## src/rtl/gmii_rx_deframer.sv

```systemverilog
// GMII receive deframer: strips preamble/SFD, holds back the FCS through a 5-byte delay line,
// checks CRC-32, length and error symbols, and streams payload bytes with end-of-frame status.
module gmii_rx_deframer #(
  parameter int MIN_FRAME = 64,
  parameter int MAX_FRAME = 1522
) (
  input  logic        gmii_rx_clk,
  input  logic        gmii_rx_rstn,
  input  logic [7:0]  gmii_rx_rxd_i,
  input  logic        gmii_rx_rx_dv_i,
  input  logic        gmii_rx_rx_er_i,
  output logic [7:0]  rx_data,
  output logic        rx_valid,
  output logic        rx_last,
  output logic        rx_good,
  output logic [31:0] cnt_good,
  output logic [31:0] cnt_bad,
  output logic [31:0] cnt_drop
);

  localparam logic [31:0] CRC_RESIDUE = 32'hDEBB20E3;
  localparam logic [10:0] MIN_LEN     = 11'(MIN_FRAME);
  localparam logic [10:0] MAX_LEN     = 11'(MAX_FRAME);

  typedef enum logic [1:0] {S_IDLE, S_PRE, S_DATA, S_DROP} state_t;

  state_t      r_state;
  state_t      w_nextState;
  logic [7:0]  r_sr [5];
  logic [2:0]  r_occ;
  logic [10:0] r_len;
  logic [31:0] r_crc;
  logic        r_err;

  logic w_full;
  logic w_goodFrame;
  logic w_startFrame;
  logic w_shift;
  logic w_emit;
  logic w_emitLast;
  logic w_emitGood;
  logic w_incGood;
  logic w_incBad;
  logic w_incDrop;

  function automatic logic [31:0] crcByte(input logic [31:0] crc, input logic [7:0] data);
    logic [31:0] c;
    c = crc ^ {24'd0, data};
    for (int i = 0; i < 8; i++)
      c = c[0] ? ((c >> 1) ^ 32'hEDB88320) : (c >> 1);
    return c;
  endfunction

  assign w_full      = (r_occ == 3'd5);
  assign w_goodFrame = (r_crc == CRC_RESIDUE) && !r_err && (r_len >= MIN_LEN);

  always_ff @(posedge gmii_rx_clk) begin
    if (!gmii_rx_rstn) r_state <= S_DROP;
    else               r_state <= w_nextState;
  end

  always_comb begin
    w_nextState  = r_state;
    w_startFrame = 1'b0;
    w_shift      = 1'b0;
    w_emit       = 1'b0;
    w_emitLast   = 1'b0;
    w_emitGood   = 1'b0;
    w_incGood    = 1'b0;
    w_incBad     = 1'b0;
    w_incDrop    = 1'b0;
    unique case (r_state)
      S_IDLE: begin
        if (gmii_rx_rx_dv_i) begin
          if (gmii_rx_rxd_i == 8'h55) begin
            w_nextState = S_PRE;
          end else if (gmii_rx_rxd_i == 8'hD5) begin
            w_nextState  = S_DATA;
            w_startFrame = 1'b1;
          end else begin
            w_nextState = S_DROP;
            w_incDrop   = 1'b1;
          end
        end
      end
      S_PRE: begin
        if (!gmii_rx_rx_dv_i) begin
          w_nextState = S_IDLE;
          w_incDrop   = 1'b1;
        end else if (gmii_rx_rxd_i == 8'hD5) begin
          w_nextState  = S_DATA;
          w_startFrame = 1'b1;
        end else if (gmii_rx_rxd_i != 8'h55) begin
          w_nextState = S_DROP;
          w_incDrop   = 1'b1;
        end
      end
      S_DATA: begin
        if (!gmii_rx_rx_dv_i) begin
          w_nextState = S_IDLE;
          if (w_full) begin
            w_emit     = 1'b1;
            w_emitLast = 1'b1;
            w_emitGood = w_goodFrame;
            w_incGood  = w_goodFrame;
            w_incBad   = !w_goodFrame;
          end else begin
            w_incDrop = 1'b1;
          end
        end else if (r_len == MAX_LEN) begin
          // This byte would exceed the maximum: close out what was delivered and discard the rest
          w_nextState = S_DROP;
          w_incDrop   = 1'b1;
          w_emit      = w_full;
          w_emitLast  = 1'b1;
        end else begin
          w_shift = 1'b1;
          w_emit  = w_full;
        end
      end
      S_DROP: begin
        if (!gmii_rx_rx_dv_i) w_nextState = S_IDLE;
      end
      default: w_nextState = S_IDLE;
    endcase
  end

  always_ff @(posedge gmii_rx_clk) begin
    if (w_shift) begin
      r_sr[0] <= gmii_rx_rxd_i;
      for (int i = 1; i < 5; i++) r_sr[i] <= r_sr[i-1];
    end
  end

  always_ff @(posedge gmii_rx_clk) begin
    if (!gmii_rx_rstn) begin
      rx_data  <= 8'd0;
      rx_valid <= 1'b0;
      rx_last  <= 1'b0;
      rx_good  <= 1'b0;
      cnt_good <= 32'd0;
      cnt_bad  <= 32'd0;
      cnt_drop <= 32'd0;
      r_occ    <= 3'd0;
      r_len    <= 11'd0;
      r_crc    <= 32'hFFFFFFFF;
      r_err    <= 1'b0;
    end else begin
      rx_valid <= w_emit;
      rx_last  <= w_emit & w_emitLast;
      rx_good  <= w_emit & w_emitGood;
      if (w_emit) rx_data <= r_sr[4];
      if (w_startFrame) begin
        r_occ <= 3'd0;
        r_len <= 11'd0;
        r_crc <= 32'hFFFFFFFF;
        r_err <= 1'b0;
      end else if (w_shift) begin
        r_len <= r_len + 11'd1;
        r_crc <= crcByte(r_crc, gmii_rx_rxd_i);
        r_err <= r_err | gmii_rx_rx_er_i;
        if (!w_full) r_occ <= r_occ + 3'd1;
      end
      if (w_incGood) cnt_good <= cnt_good + 32'd1;
      if (w_incBad)  cnt_bad  <= cnt_bad + 32'd1;
      if (w_incDrop) cnt_drop <= cnt_drop + 32'd1;
    end
  end

endmodule

```

## config.mk

```make
export PLATFORM = sky130hd
export DESIGN_NAME = gmii_rx_deframer
export DESIGN_NICKNAME = d
export VERILOG_FILES = /design/src/rtl/gmii_rx_deframer.sv
export SDC_FILE = /design/constraint.sdc
export NUM_CORES = 1
export LEC_CHECK = 0
export ABC_AREA = 0
export CORE_UTILIZATION = 55
export DETAILED_ROUTE_END_ITERATION = 8
export DONT_BUFFER_PORTS = 1
export HOLD_SLACK_MARGIN = 0.06
export PLACE_DENSITY = 0.8
export SLEW_MARGIN = 20
export SYNTH_ARGS = -nofsm -noshare
export SYNTH_HDL_FRONTEND = slang
export SYNTH_SLANG_ARGS = --single-unit
```

## constraint.sdc

```tcl
create_clock -name gmii_rx_clk -period 3.55 [get_ports gmii_rx_clk]
set_clock_uncertainty 0.15 [all_clocks]
set_input_delay 0.71 -clock gmii_rx_clk [delete_from_list [all_inputs] [get_ports gmii_rx_clk]]
set_output_delay 0.71 -clock gmii_rx_clk [all_outputs]
set_load 0.01 [all_outputs]
```

Word-level counts from Yosys, hierarchy flattened
Memories as Yosys holds them, arrays and structs flattened. A register that Yosys moved wholly into a read port is not among the register bits.
Index checks and enable logic that the tools add are counted.
{ "op_classes": {"muxes": 49, "n_addsub": 5, "eq_ne": 13, "n_lt_le_gt_ge": 1, "bitwise": 14, "reduce_logical": 9} }
{ "op_table": {"columns": ["op", "n"], "rows": [
  ["$mux W32", 8],
  ["$not A13 Y14", 8],
  ["$add A32 B1 Y32 const B", 3],
  ["$eq A32 B32 Y1 const B", 1],
  ["$xor A32 B8 Y32", 1],
  ["$mux W1", 30],
  ["$mux W2", 8],
  ["$add A11 B1 Y11 const B", 1],
  ["$eq A11 B11 Y1 const B", 1],
  ["$ge A11 B7 Y1 const B", 1],
  ["$eq A8 B7 Y1 const B", 1],
  ["$eq A8 B8 Y1 const B", 1],
  ["$ne A8 B7 Y1 const B", 1],
  ["$pmux W2 S4", 1],
  ["$eq A2 B2 Y1 const B", 2],
  ["$ne A2 B2 Y1 const B", 2],
  ["$ne A4 B4 Y1 const B", 1],
  ["$reduce_and A4 Y1", 1],
  ["$add A3 B1 Y3 const B", 1],
  ["$eq A3 B3 Y1 const B", 1],
  ["$logic_not A1 Y1", 3],
  ["$ne A3 B3 Y1 const B", 1],
  ["$pmux W1 S3", 1],
  ["$and A1 B1 Y1", 2],
  ["other kinds (8)", 10]
]} }
{ "word_totals": {"memories": 1, "ramBits": 40, "register_bits": 148, "out_inout_bits": 107} }
{ "mem_list": {"columns": ["name", "depth", "width", "read_ports", "rd_clocked_by_memory_dff", "wr", "line", "source"], "rows": [
  ["r_sr", 5, 8, 5, 1, 5, "29", "logic [7:0] r_sr [5];"]
]} }

Logic depth before layout (Yosys ltp)
Gate-level depths: netlist of the first run.
{ "logic_depth": {"depth_word": 17, "depth_mapped": 10, "mapped_depth_nobuf": 8} }

Worst setup path before layout of the first run
No wires, ideal clock.
{ "synth_path": {"kind": "reg2reg", "startpoint": "register r_len[0]", "endpoint": "register r_occ[2]", "setup_slack_ps": 547, "t_arrival_ps": 2775, "path_buffers": 0, "setup_time_ps": 78, "synth_period_minus_slack_ps": 3003, "path_stages_with_launch": 8, "path_cell_list": "dfxtp_1 -> inv_1 -> ha_1 -> nand2b_1 -> o31ai_1 -> clkinv_1 -> and4b_1 -> nor3_1"} }
{ "synth_between": {"elab_chain_cells": 5} }
{ "synth_rtl": {"columns": ["element", "line", "source"], "rows": [
  ["start: declaration", "31", "logic [10:0] r_len;"],
  ["start signal: assignment", "159", "r_len <= r_len + 11'd1;"],
  ["$eq A11 B11 Y1", "110", "end else if (r_len == MAX_LEN) begin"],
  ["$mux W1", "110", null],
  ["$mux W1", "99", "if (!gmii_rx_rx_dv_i) begin"],
  ["$mux W1", "72", "unique case (r_state)"],
  ["$reduce_and A2 Y1 (no line)", null, null],
  ["end signal: assignment", "162", "if (!w_full) r_occ <= r_occ + 3'd1;"],
  ["end: declaration", "30", "logic [2:0] r_occ;"]
]} }
Every way passes these cells.
A chain may end at the register's enable or synchronous reset.

Worst setup path in the final report of the first run
{ "layout_path": {"startpoint": "register r_crc[14]", "endpoint": "register cnt_good[9]"} }
{ "layout_between": {"elab_chain_cells": 6} }
{ "layout_rtl": {"columns": ["element", "line", "source"], "rows": [
  ["start: declaration", "32", "logic [31:0] r_crc;"],
  ["start signal: assignment", "160", "r_crc <= crcByte(r_crc, gmii_rx_rxd_i);"],
  ["$eq A32 B32 Y1", "55", "assign w_goodFrame = (r_crc == CRC_RESIDUE) && !r_err && (r_len >= MIN_LEN);"],
  ["$logic_and A1 B1 Y1 (2 in a row)", "55", null],
  ["$mux W1", "101", "if (w_full) begin"],
  ["$mux W1", "99", null],
  ["$mux W1", "72", null],
  ["end signal: assignment", "164", "if (w_incGood) cnt_good <= cnt_good + 32'd1;"],
  ["end: declaration", "16", "output logic [31:0] cnt_good,"]
]} }
Every way passes these cells.

==> results.txt, run 1 <==
The run gives 0 as the number of antenna violations at the first check in global routing. The tools report the final hold slack as 0.193 ns. Setup repair after global routing left no endpoint under its margin. Across all register-to-register paths, the minimum setup slack is 0.61 ns.

Measured against its own limit, the worst slew margin works out to 37.0%. The tools report the total number of clock tree sinks as 196. The H-tree generated during clock tree synthesis spans 4 levels. The synthesized design devotes to its leading area cell type 34.2% of total area.

Static timing analysis puts the maximum clock frequency at 340 MHz. The global placement routability congestion was 0.856; the transition at the pin with the smallest max-transition slack was 0.930 ns. The number of nets in the synthesized netlist is 997. The async set or reset register ratio after synthesis is 0%, and the number of hold violations in the final report is 0. Maximum fanout along the worst path: 27. In the synthesized netlist, the cells that appear most often are sky130_fd_sc_hd__dfxtp_1 (156), sky130_fd_sc_hd__nand2_1 (111), sky130_fd_sc_hd__a21oi_1 (80). In the final timing run, aggregate negative setup slack is 0 ns.

The number of hold buffers added after CTS was 0. The run finished with clean final reports. The worst hold path begins at gmii_rx_rstn. Entering global routing, the biggest net connects 68 pins. The global-route wire length before repair is 31.9 mm. Wires add up to 20.4 mm. The clock-pin slew reported for the worst setup and hold paths after clock tree synthesis was 0.07 ns; the synthesized instance count was 977. In this run, distinct cell masters in the synthesized netlist total 62.

The routed design could run at a clock period as short as 2.94 ns. Among all cell types in the netlist, the one instantiated most often is sky130_fd_sc_hd__dfxtp_1. The net count of the finished layout is 982.

The repair_antennas step left the layout with diodes totalling 0. Endpoint of the most critical register-to-register path: cnt_good[9]. The number of top-level design ports was 119; the mean number of vias per cell was 6.15. Traced cell by cell, the critical path runs through and4bb_2 > nand4_1 > or4b_1 > or4_1 > a21oi_1. TritonCTS built the clock tree. The logs give 1374 for the number of inserted filler cells in the final layout and 47.3% for the part of the Yosys area used for sequential elements. The clock latency reported for the late side of the worst-skew pair is 0.43 ns, and the remaining global-route overflow is 0. For this run, the total global-route usage over all layers was measured as 23.8%. The tools report the starting density of the core as 56.9%. The first TritonRoute pass finished after 5 iterations.

The synthesized area per cell is 9.35 um^2. Among all stages on the critical path, the largest delay is contributed by sky130_fd_sc_hd__or4b_1. The worst hold path terminates at r_state[0]. In this run, synthesis produced a sequential element count of 196. The die is 131 um wide. Number of max-slew violations in the final report: 0.

Detailed placement finished with a half-perimeter wire length of 14.0 mm. Power spread over the standard cell area amounts to 463 mW/mm^2. The post-synthesis instance area came out at 0.00913 mm^2. After detailed routing, the average wire length per cell comes to 17.1 um. The post-detailed-route DRC marker count came out at 0. The most used flip-flop cell after synthesis is sky130_fd_sc_hd__dfxtp_1. The floorplan has 46 rows. The number of cells on the worst hold path came out at 1. After the first detailed-routing iteration, the DRC count stood at 531. The Yosys warning count is 0.

Core footprint: 0.0161 mm^2. The total die area came out at 0.0171 mm^2. Summing internal, switching and leakage power gives 4.58 mW. The share of post-route cells with drive strength above 1 is 6.56%.

The startpoint identified for the worst register-to-register timing path is r_crc[14]. The worst setup path is launched from a flop. The run gives 0 as the number of setup buffers added after CTS.

The logs give 6360 for the number of global-route vias before repair and 0.369 mV for the worst IR drop on VDD. On the worst path, the slowest cell contributes a delay of 0.99 ns. Counting flops with a built-in enable in the synthesized netlist gives 40. Data on the critical path arrives at its endpoint at 3.15 ns. Setup violations remaining at the end of the flow were counted as 0. For the via total after detailed routing, the log shows 7322. The tools report the required time of the critical path as 3.76 ns. The largest area contributor in the synthesized netlist is sky130_fd_sc_hd__dfxtp_1. The height of the die was 131 um. By area the synthesized netlist is led by sky130_fd_sc_hd__dfxtp_1 (34%), sky130_fd_sc_hd__edfxtp_1 (13%), sky130_fd_sc_hd__xnor2_1 (5.3%).

The worst setup path is captured at a flop. The run gives 17 as the CTS buffer count. For this design the static power due to leakage is 3.14 nW. The worst reg-to-reg path cell count was 5. The worst setup path is of the reg2reg kind. The number of routed nets with antenna violations is 0, and the number of buffers between clock root and the deepest sink is 2. The port buffer count came out at 0.

The post-route clock period utilization is 82.8%. Gates resized during post-CTS repair numbered 0. The run gives 0 as the max-capacitance violation count.

The tree is rooted in a sky130_fd_sc_hd__clkbuf_16. The class of the worst hold path is in2reg. The area growth from synthesis to layout is 8.37%.
[worst max-delay path by stage]
stage / startpoint / to / slack (ns) / cells past startpoint
floorplan: r_len[0] / r_occ[2] / 0.55 / 7
global placement: r_err / cnt_good[9] / 0.70 / 5
detailed placement: r_err / cnt_good[9] / 0.64 / 5
CTS: r_crc[14] / cnt_good[9] / 0.63 / 5
global route: r_occ[0] / cnt_good[24] / 0.46 / 6
finish: r_crc[14] / cnt_good[9] / 0.61 / 5
[logic make-up after synthesis]
logic type	synth area share (%)
AND/OR/NAND/NOR	23.2
AO/OA/AOI/OAI	14.5
flip-flops	47.3
XOR/XNOR	9.03
buffers and inverters	3.14
multiplexers	1.64
adder cells (fa/ha/maj)	1.10
[through the flow]
stage / instance area [um^2] / util [%] / setup slack, ns / instances
final: 9900 / 61.6 / 0.611 / 1191
after global routing: 9900 / 61.6 / 0.464 / 1191
after CTS: 9900 / 61.6 / 0.627 / 1191
after detailed placement: 9350 / 58.2 / 0.638 / 1159
after global placement: 9350 / 58.2 / 0.704 / 1159
after floorplan: 9130 / - / 0.547 / 977
[routing by layer]
layer	track usage [%]	wire, um
met1	30.6	9020
met5	0	0
met2	38.3	9490
met4	9.80	444
met3	5.94	1470
[cell usage in the layout, fill, tap and decap left out, drive strengths merged, types with 31 or more instances in the layout]
cell and instances:
dfxtp 156, inv 31, edfxtp 40, o31ai 39
o211ai 33, xor2 33, or4 34, nor2 43
nand3 38, xnor2 56, nand2 111, a21oi 80
[registers in the layout, summed over array words and instances (netlist names)]
name / cells
cnt_bad: 32
cnt_drop: 32
cnt_good: 32
r_occ: 3
rx_valid: 1
rx_good: 1
r_len: 11
rx_data: 8
r_state: 2
rx_last: 1
r_err: 1
r_crc: 32
r_sr: 40
[final cells by class]
cell class	count	area (um^2)	share of cell area [%]
multi-input cells	708	4550	45.9
flip-flops and latches	196	4320	43.7
clock buffers	18	429	4.34
well taps	216	270	2.73
clock inverters	14	120	1.21
repair buffers	16	120	1.21
inverters	23	86.3	0.872
[where the power goes]
| group | switching, mW | leakage [nW] | internal (mW) |
|---|---|---|---|
| registers | 0.0342 | 1.63 | 2.31 |
| logic | 0.245 | 1.23 | 0.190 |
| clock network | 0.880 | 0.275 | 0.922 |
[worst max-delay path: cells and delay by family, from the launching register on]
| kind | cells | cell delay, ns |
|---|---|---|
| compound gates | 1 | 0.14 |
| flops | 1 | 0.34 |
| simple gates | 4 | 2.22 |
Note: power is estimated with default switching activity, not from simulation.
==> run 2: changes to the inputs <==
==> constraint.sdc (replaced) <==
create_clock -name gmii_rx_clk -period 2.9 [get_ports gmii_rx_clk]
set_clock_uncertainty 0.15 [all_clocks]
set_input_delay 0.58 -clock gmii_rx_clk [delete_from_list [all_inputs] [get_ports gmii_rx_clk]]
set_output_delay 0.58 -clock gmii_rx_clk [all_outputs]
set_load 0.01 [all_outputs]
==> run 2 against run 1 <==
Sequential share of layout area decreased by 0.54 points. Design area grew 1.3%. Worst hold slack got worse by 0.11 ns. Utilization is 0.77 points higher. First-iteration DRC count is 4.9% higher. Clock power up 23%. Critical endpoint is now cnt_good[12]. Largest power group unchanged. Highest routed layer unchanged.
==> results.txt, run 2 (synthesis gave the netlist of run 1 again) <==
The flow ran to the end, and the final reports show no timing, DRC or antenna violations. Setup repair after global routing left no endpoint under its margin. The post-cts resize count was 0 (unchanged); the final sum of negative setup slack was 0 ns (unchanged). The tools report the critical path startpoint category as a flop (unchanged).

The tools report the starting density of the core as 56.9% (unchanged). For the via total after detailed routing, the log shows 7283 (was 7322). Total number of clock tree sinks: 196 (unchanged). The internal power is 4.26 mW (was 3.42 mW), and the minimum period implied by the final worst setup slack is 2.69 ns (was 2.94 ns).

The switching power came out at 1.36 mW (was 1.16 mW). The critical path buffer and inverter count came out at 1 (was 0). The transition at the pin with the smallest max-transition slack is 0.784 ns (was 0.930 ns).

The number of design-rule violations left by the first detailed-router iteration came out at 557 (was 531). The run gives 3.20 nW (was 3.14 nW) as the leakage power summed over all cells. The overall track demand over capacity in global routing came out at 23.9% (was 23.8%).

The critical path's slowest cell is sky130_fd_sc_hd__or4b_1 (unchanged). The worst-case headroom to the max-slew limit is 47.3% (was 37.0%). The logs give 6507 (was 6360) for the number of global-route vias before repair and 1206 (was 1191) for the number of non-filler instances in the completed layout. For the arrival time at the worst endpoint, the log shows 2.90 ns (was 3.15 ns). The most flop-heavy register is r_sr (unchanged).

Critical path class: reg2reg (unchanged). The number of buffers between clock root and the deepest sink was 2 (unchanged). The number of setup buffers added after CTS came out at 0 (unchanged). The worst setup slack after layout came out at 0.206 ns (was 0.611 ns). The post-route clock period utilization was 92.9% (was 82.8%). The die width came out at 131 um (unchanged).

Buffer cell driving the clock tree root: sky130_fd_sc_hd__clkbuf_16 (unchanged). The logs give 0 (unchanged) for the number of routed nets with antenna violations and 0 (unchanged) for the number of hold violations in the final report. TritonCTS built the clock tree. Share of post-route cells with drive strength above 1: 7.98% (was 6.56%). Cells traversed along the worst timing path: nor4b_2 > nand4_1 > or4b_1 > buf_4 > or4_1 > a21oi_1 (was and4bb_2 > nand4_1 > or4b_1 > or4_1 > a21oi_1). The maximum fanout along the worst path is 27 (unchanged), and the global placement routability congestion is 0.850 (was 0.856). The clock-pin slew reported for the worst setup and hold paths after clock tree synthesis works out to 0.07 ns (about the same). The kind of capture point of the worst setup path is a flop (unchanged). The average wire per standard cell is 16.9 um (was 17.1 um), and the length of the first detailed-routing pass in iterations is 5 (unchanged). The power per cell area is 561 mW/mm^2 (was 463 mW/mm^2).

The tools report the highest clock frequency the design can meet as 371 MHz (was 340 MHz). The run gives 9.6% (was 9.5%) as the combinational cell fraction of total power. The most common cell after layout, fill and taps aside was sky130_fd_sc_hd__dfxtp_1 (unchanged). The port buffer count was 0 (unchanged); the share of total power in sequential cells was 51.0% (was 51.2%). The run gives 1174 (was 1159) as the number of placed instances with taps included. The count of hold-fix buffers inserted at cts is 0 (unchanged), and the total inserted antenna cells is 0 (unchanged).

The number of flip-flops in the largest register was 40 (unchanged); the area growth from synthesis to layout was 9.73% (was 8.37%). The tools report the estimated wirelength of the detail-placed design as 14.0 mm (about the same). Worst reg-to-reg setup slack: 0.21 ns (was 0.61 ns). The post-detailed-route DRC marker count came out at 0 (unchanged). The class of the worst hold path was in2reg (unchanged).

The stage delay of the slowest cell on the critical path is 0.61 ns (was 0.99 ns), and the number of antenna violations at the first check in global routing is 0 (unchanged). The clock latency reported for the late side of the worst-skew pair is 0.43 ns (about the same), and the core footprint is 0.0161 mm^2 (unchanged). Max-capacitance violation count: 0 (unchanged). The final hold slack is 0.0840 ns (was 0.193 ns), and the worst IR drop on VDD is 0.418 mV (was 0.369 mV).

The final number of setup-violating endpoints came out at 0 (unchanged). Number of max-slew violations in the final report: 0 (unchanged). The detailed-route wire length was 20.3 mm (was 20.4 mm); the required time of the critical path was 3.10 ns (was 3.76 ns).

The maximum number of pins on one net before global-route repair is 89 (was 68), and the remaining global-route overflow is 0 (unchanged). For the net total in the final layout, the log shows 997 (was 982). Top library cells by usage in the layout, fill and taps aside: sky130_fd_sc_hd__dfxtp_1 (156), sky130_fd_sc_hd__nand2_1 (111), sky130_fd_sc_hd__a21oi_1 (80) (unchanged). The global-route wire length before repair was 32.0 mm (was 31.9 mm); the pre-CTS setup slack was 0.134 ns (was 0.638 ns). The total die area was 0.0171 mm^2 (unchanged); the switching part of the total was 24.1% (was 25.3%).

The CTS buffer count came out at 17 (unchanged). The logs give 39.4% (was 39.3%) for the part of the power in the clock network and 4 (unchanged) for the number of H-tree levels. The logs give 119 (unchanged) for the number of top-level design ports and 46 (unchanged) for the row count. The top cell family by delay on the critical path was simple AND/OR/NAND/NOR gates (unchanged). The height of the die was 131 um (unchanged); the mean number of vias per cell was 6.04 (was 6.15).
run 2: cell count changes in the layout (fill, tap and decap cells not counted), sizes merged:
cell / before / now
clkinvlp: 1 / 4
clkinv: 5 / 6
bufinv: 0 / 1
inv: 31 / 25
buf: 16 / 31
clkbuf: 18 / 19
run 2: final timing paths:
kind / startpoint / endpoint / cells after the start
worst max-delay path: r_crc[31] / cnt_good[12] / 6
worst min-delay path: gmii_rx_rstn / r_state[0] / 1
worst max register to register: r_crc[31] / cnt_good[12] / 6
worst min register to register: r_sr[0][1] / r_sr[1][1] / 0
run 2: metal layers:
| layer | up-vias | wire length (um) | track usage [%] | share of wire [%] |
|---|---|---|---|---|
| met4 | 0 | 301 | 8.32 | 1.5 |
| met1 | 3457 | 9020 | 30.8 | 44 |
| met5 | - | 0 | 0 | 0 |
| met3 | 23 | 1380 | 6.31 | 6.8 |
| li1 | 3606 | - | - | - |
| met2 | 197 | 9650 | 38.8 | 47 |
run 2: area by class of cell:
class,count,area (um^2)
flip-flops and latches,196,4320
inverters,23,87.6
repair buffers,31,245
well taps,216,270
fillers,1324,6040
multi-input cells,708,4550
clock inverters,13,110
clock buffers,19,437
run 2: through the flow:
| step | power [mW] | instance area, um^2 | utilization (%) |
|---|---|---|---|
| 2_1_floorplan | 3.36 | 9130 | - |
| 3_3_place_gp | 3.45 | 9470 | 59.0 |
| 3_5_place_dp | 3.46 | 9470 | 59.0 |
| 4_1_cts | 5.66 | 10000 | 62.4 |
| 5_1_grt | 5.82 | 10000 | 62.4 |
| 6_report | 5.62 | 10000 | 62.4 |
run 2: power by group through the flow:
| stage | clock network (mW) | logic, mW | registers, mW |
|---|---|---|---|
| 2_1_floorplan | 0 | 0.441 | 2.92 |
| 3_3_place_gp | 0 | 0.527 | 2.93 |
| 3_5_place_dp | 0 | 0.533 | 2.93 |
| 4_1_cts | 2.25 | 0.540 | 2.87 |
| 5_1_grt | 2.36 | 0.588 | 2.87 |
| 6_report | 2.21 | 0.539 | 2.87 |
==> run 3: changes to the inputs <==
--- a/config.mk
+++ b/config.mk
@@ -6,6 +6,8 @@
 export NUM_CORES = 1
 export LEC_CHECK = 0
 export ABC_AREA = 0
+export ABC_CLOCK_PERIOD_IN_PS = 2900
+export CAP_MARGIN = 10
 export CORE_UTILIZATION = 55
 export DETAILED_ROUTE_END_ITERATION = 8
 export DONT_BUFFER_PORTS = 1
==> results of run 3 <==
Final layout, timing and power as in run 2 (identical DEF).
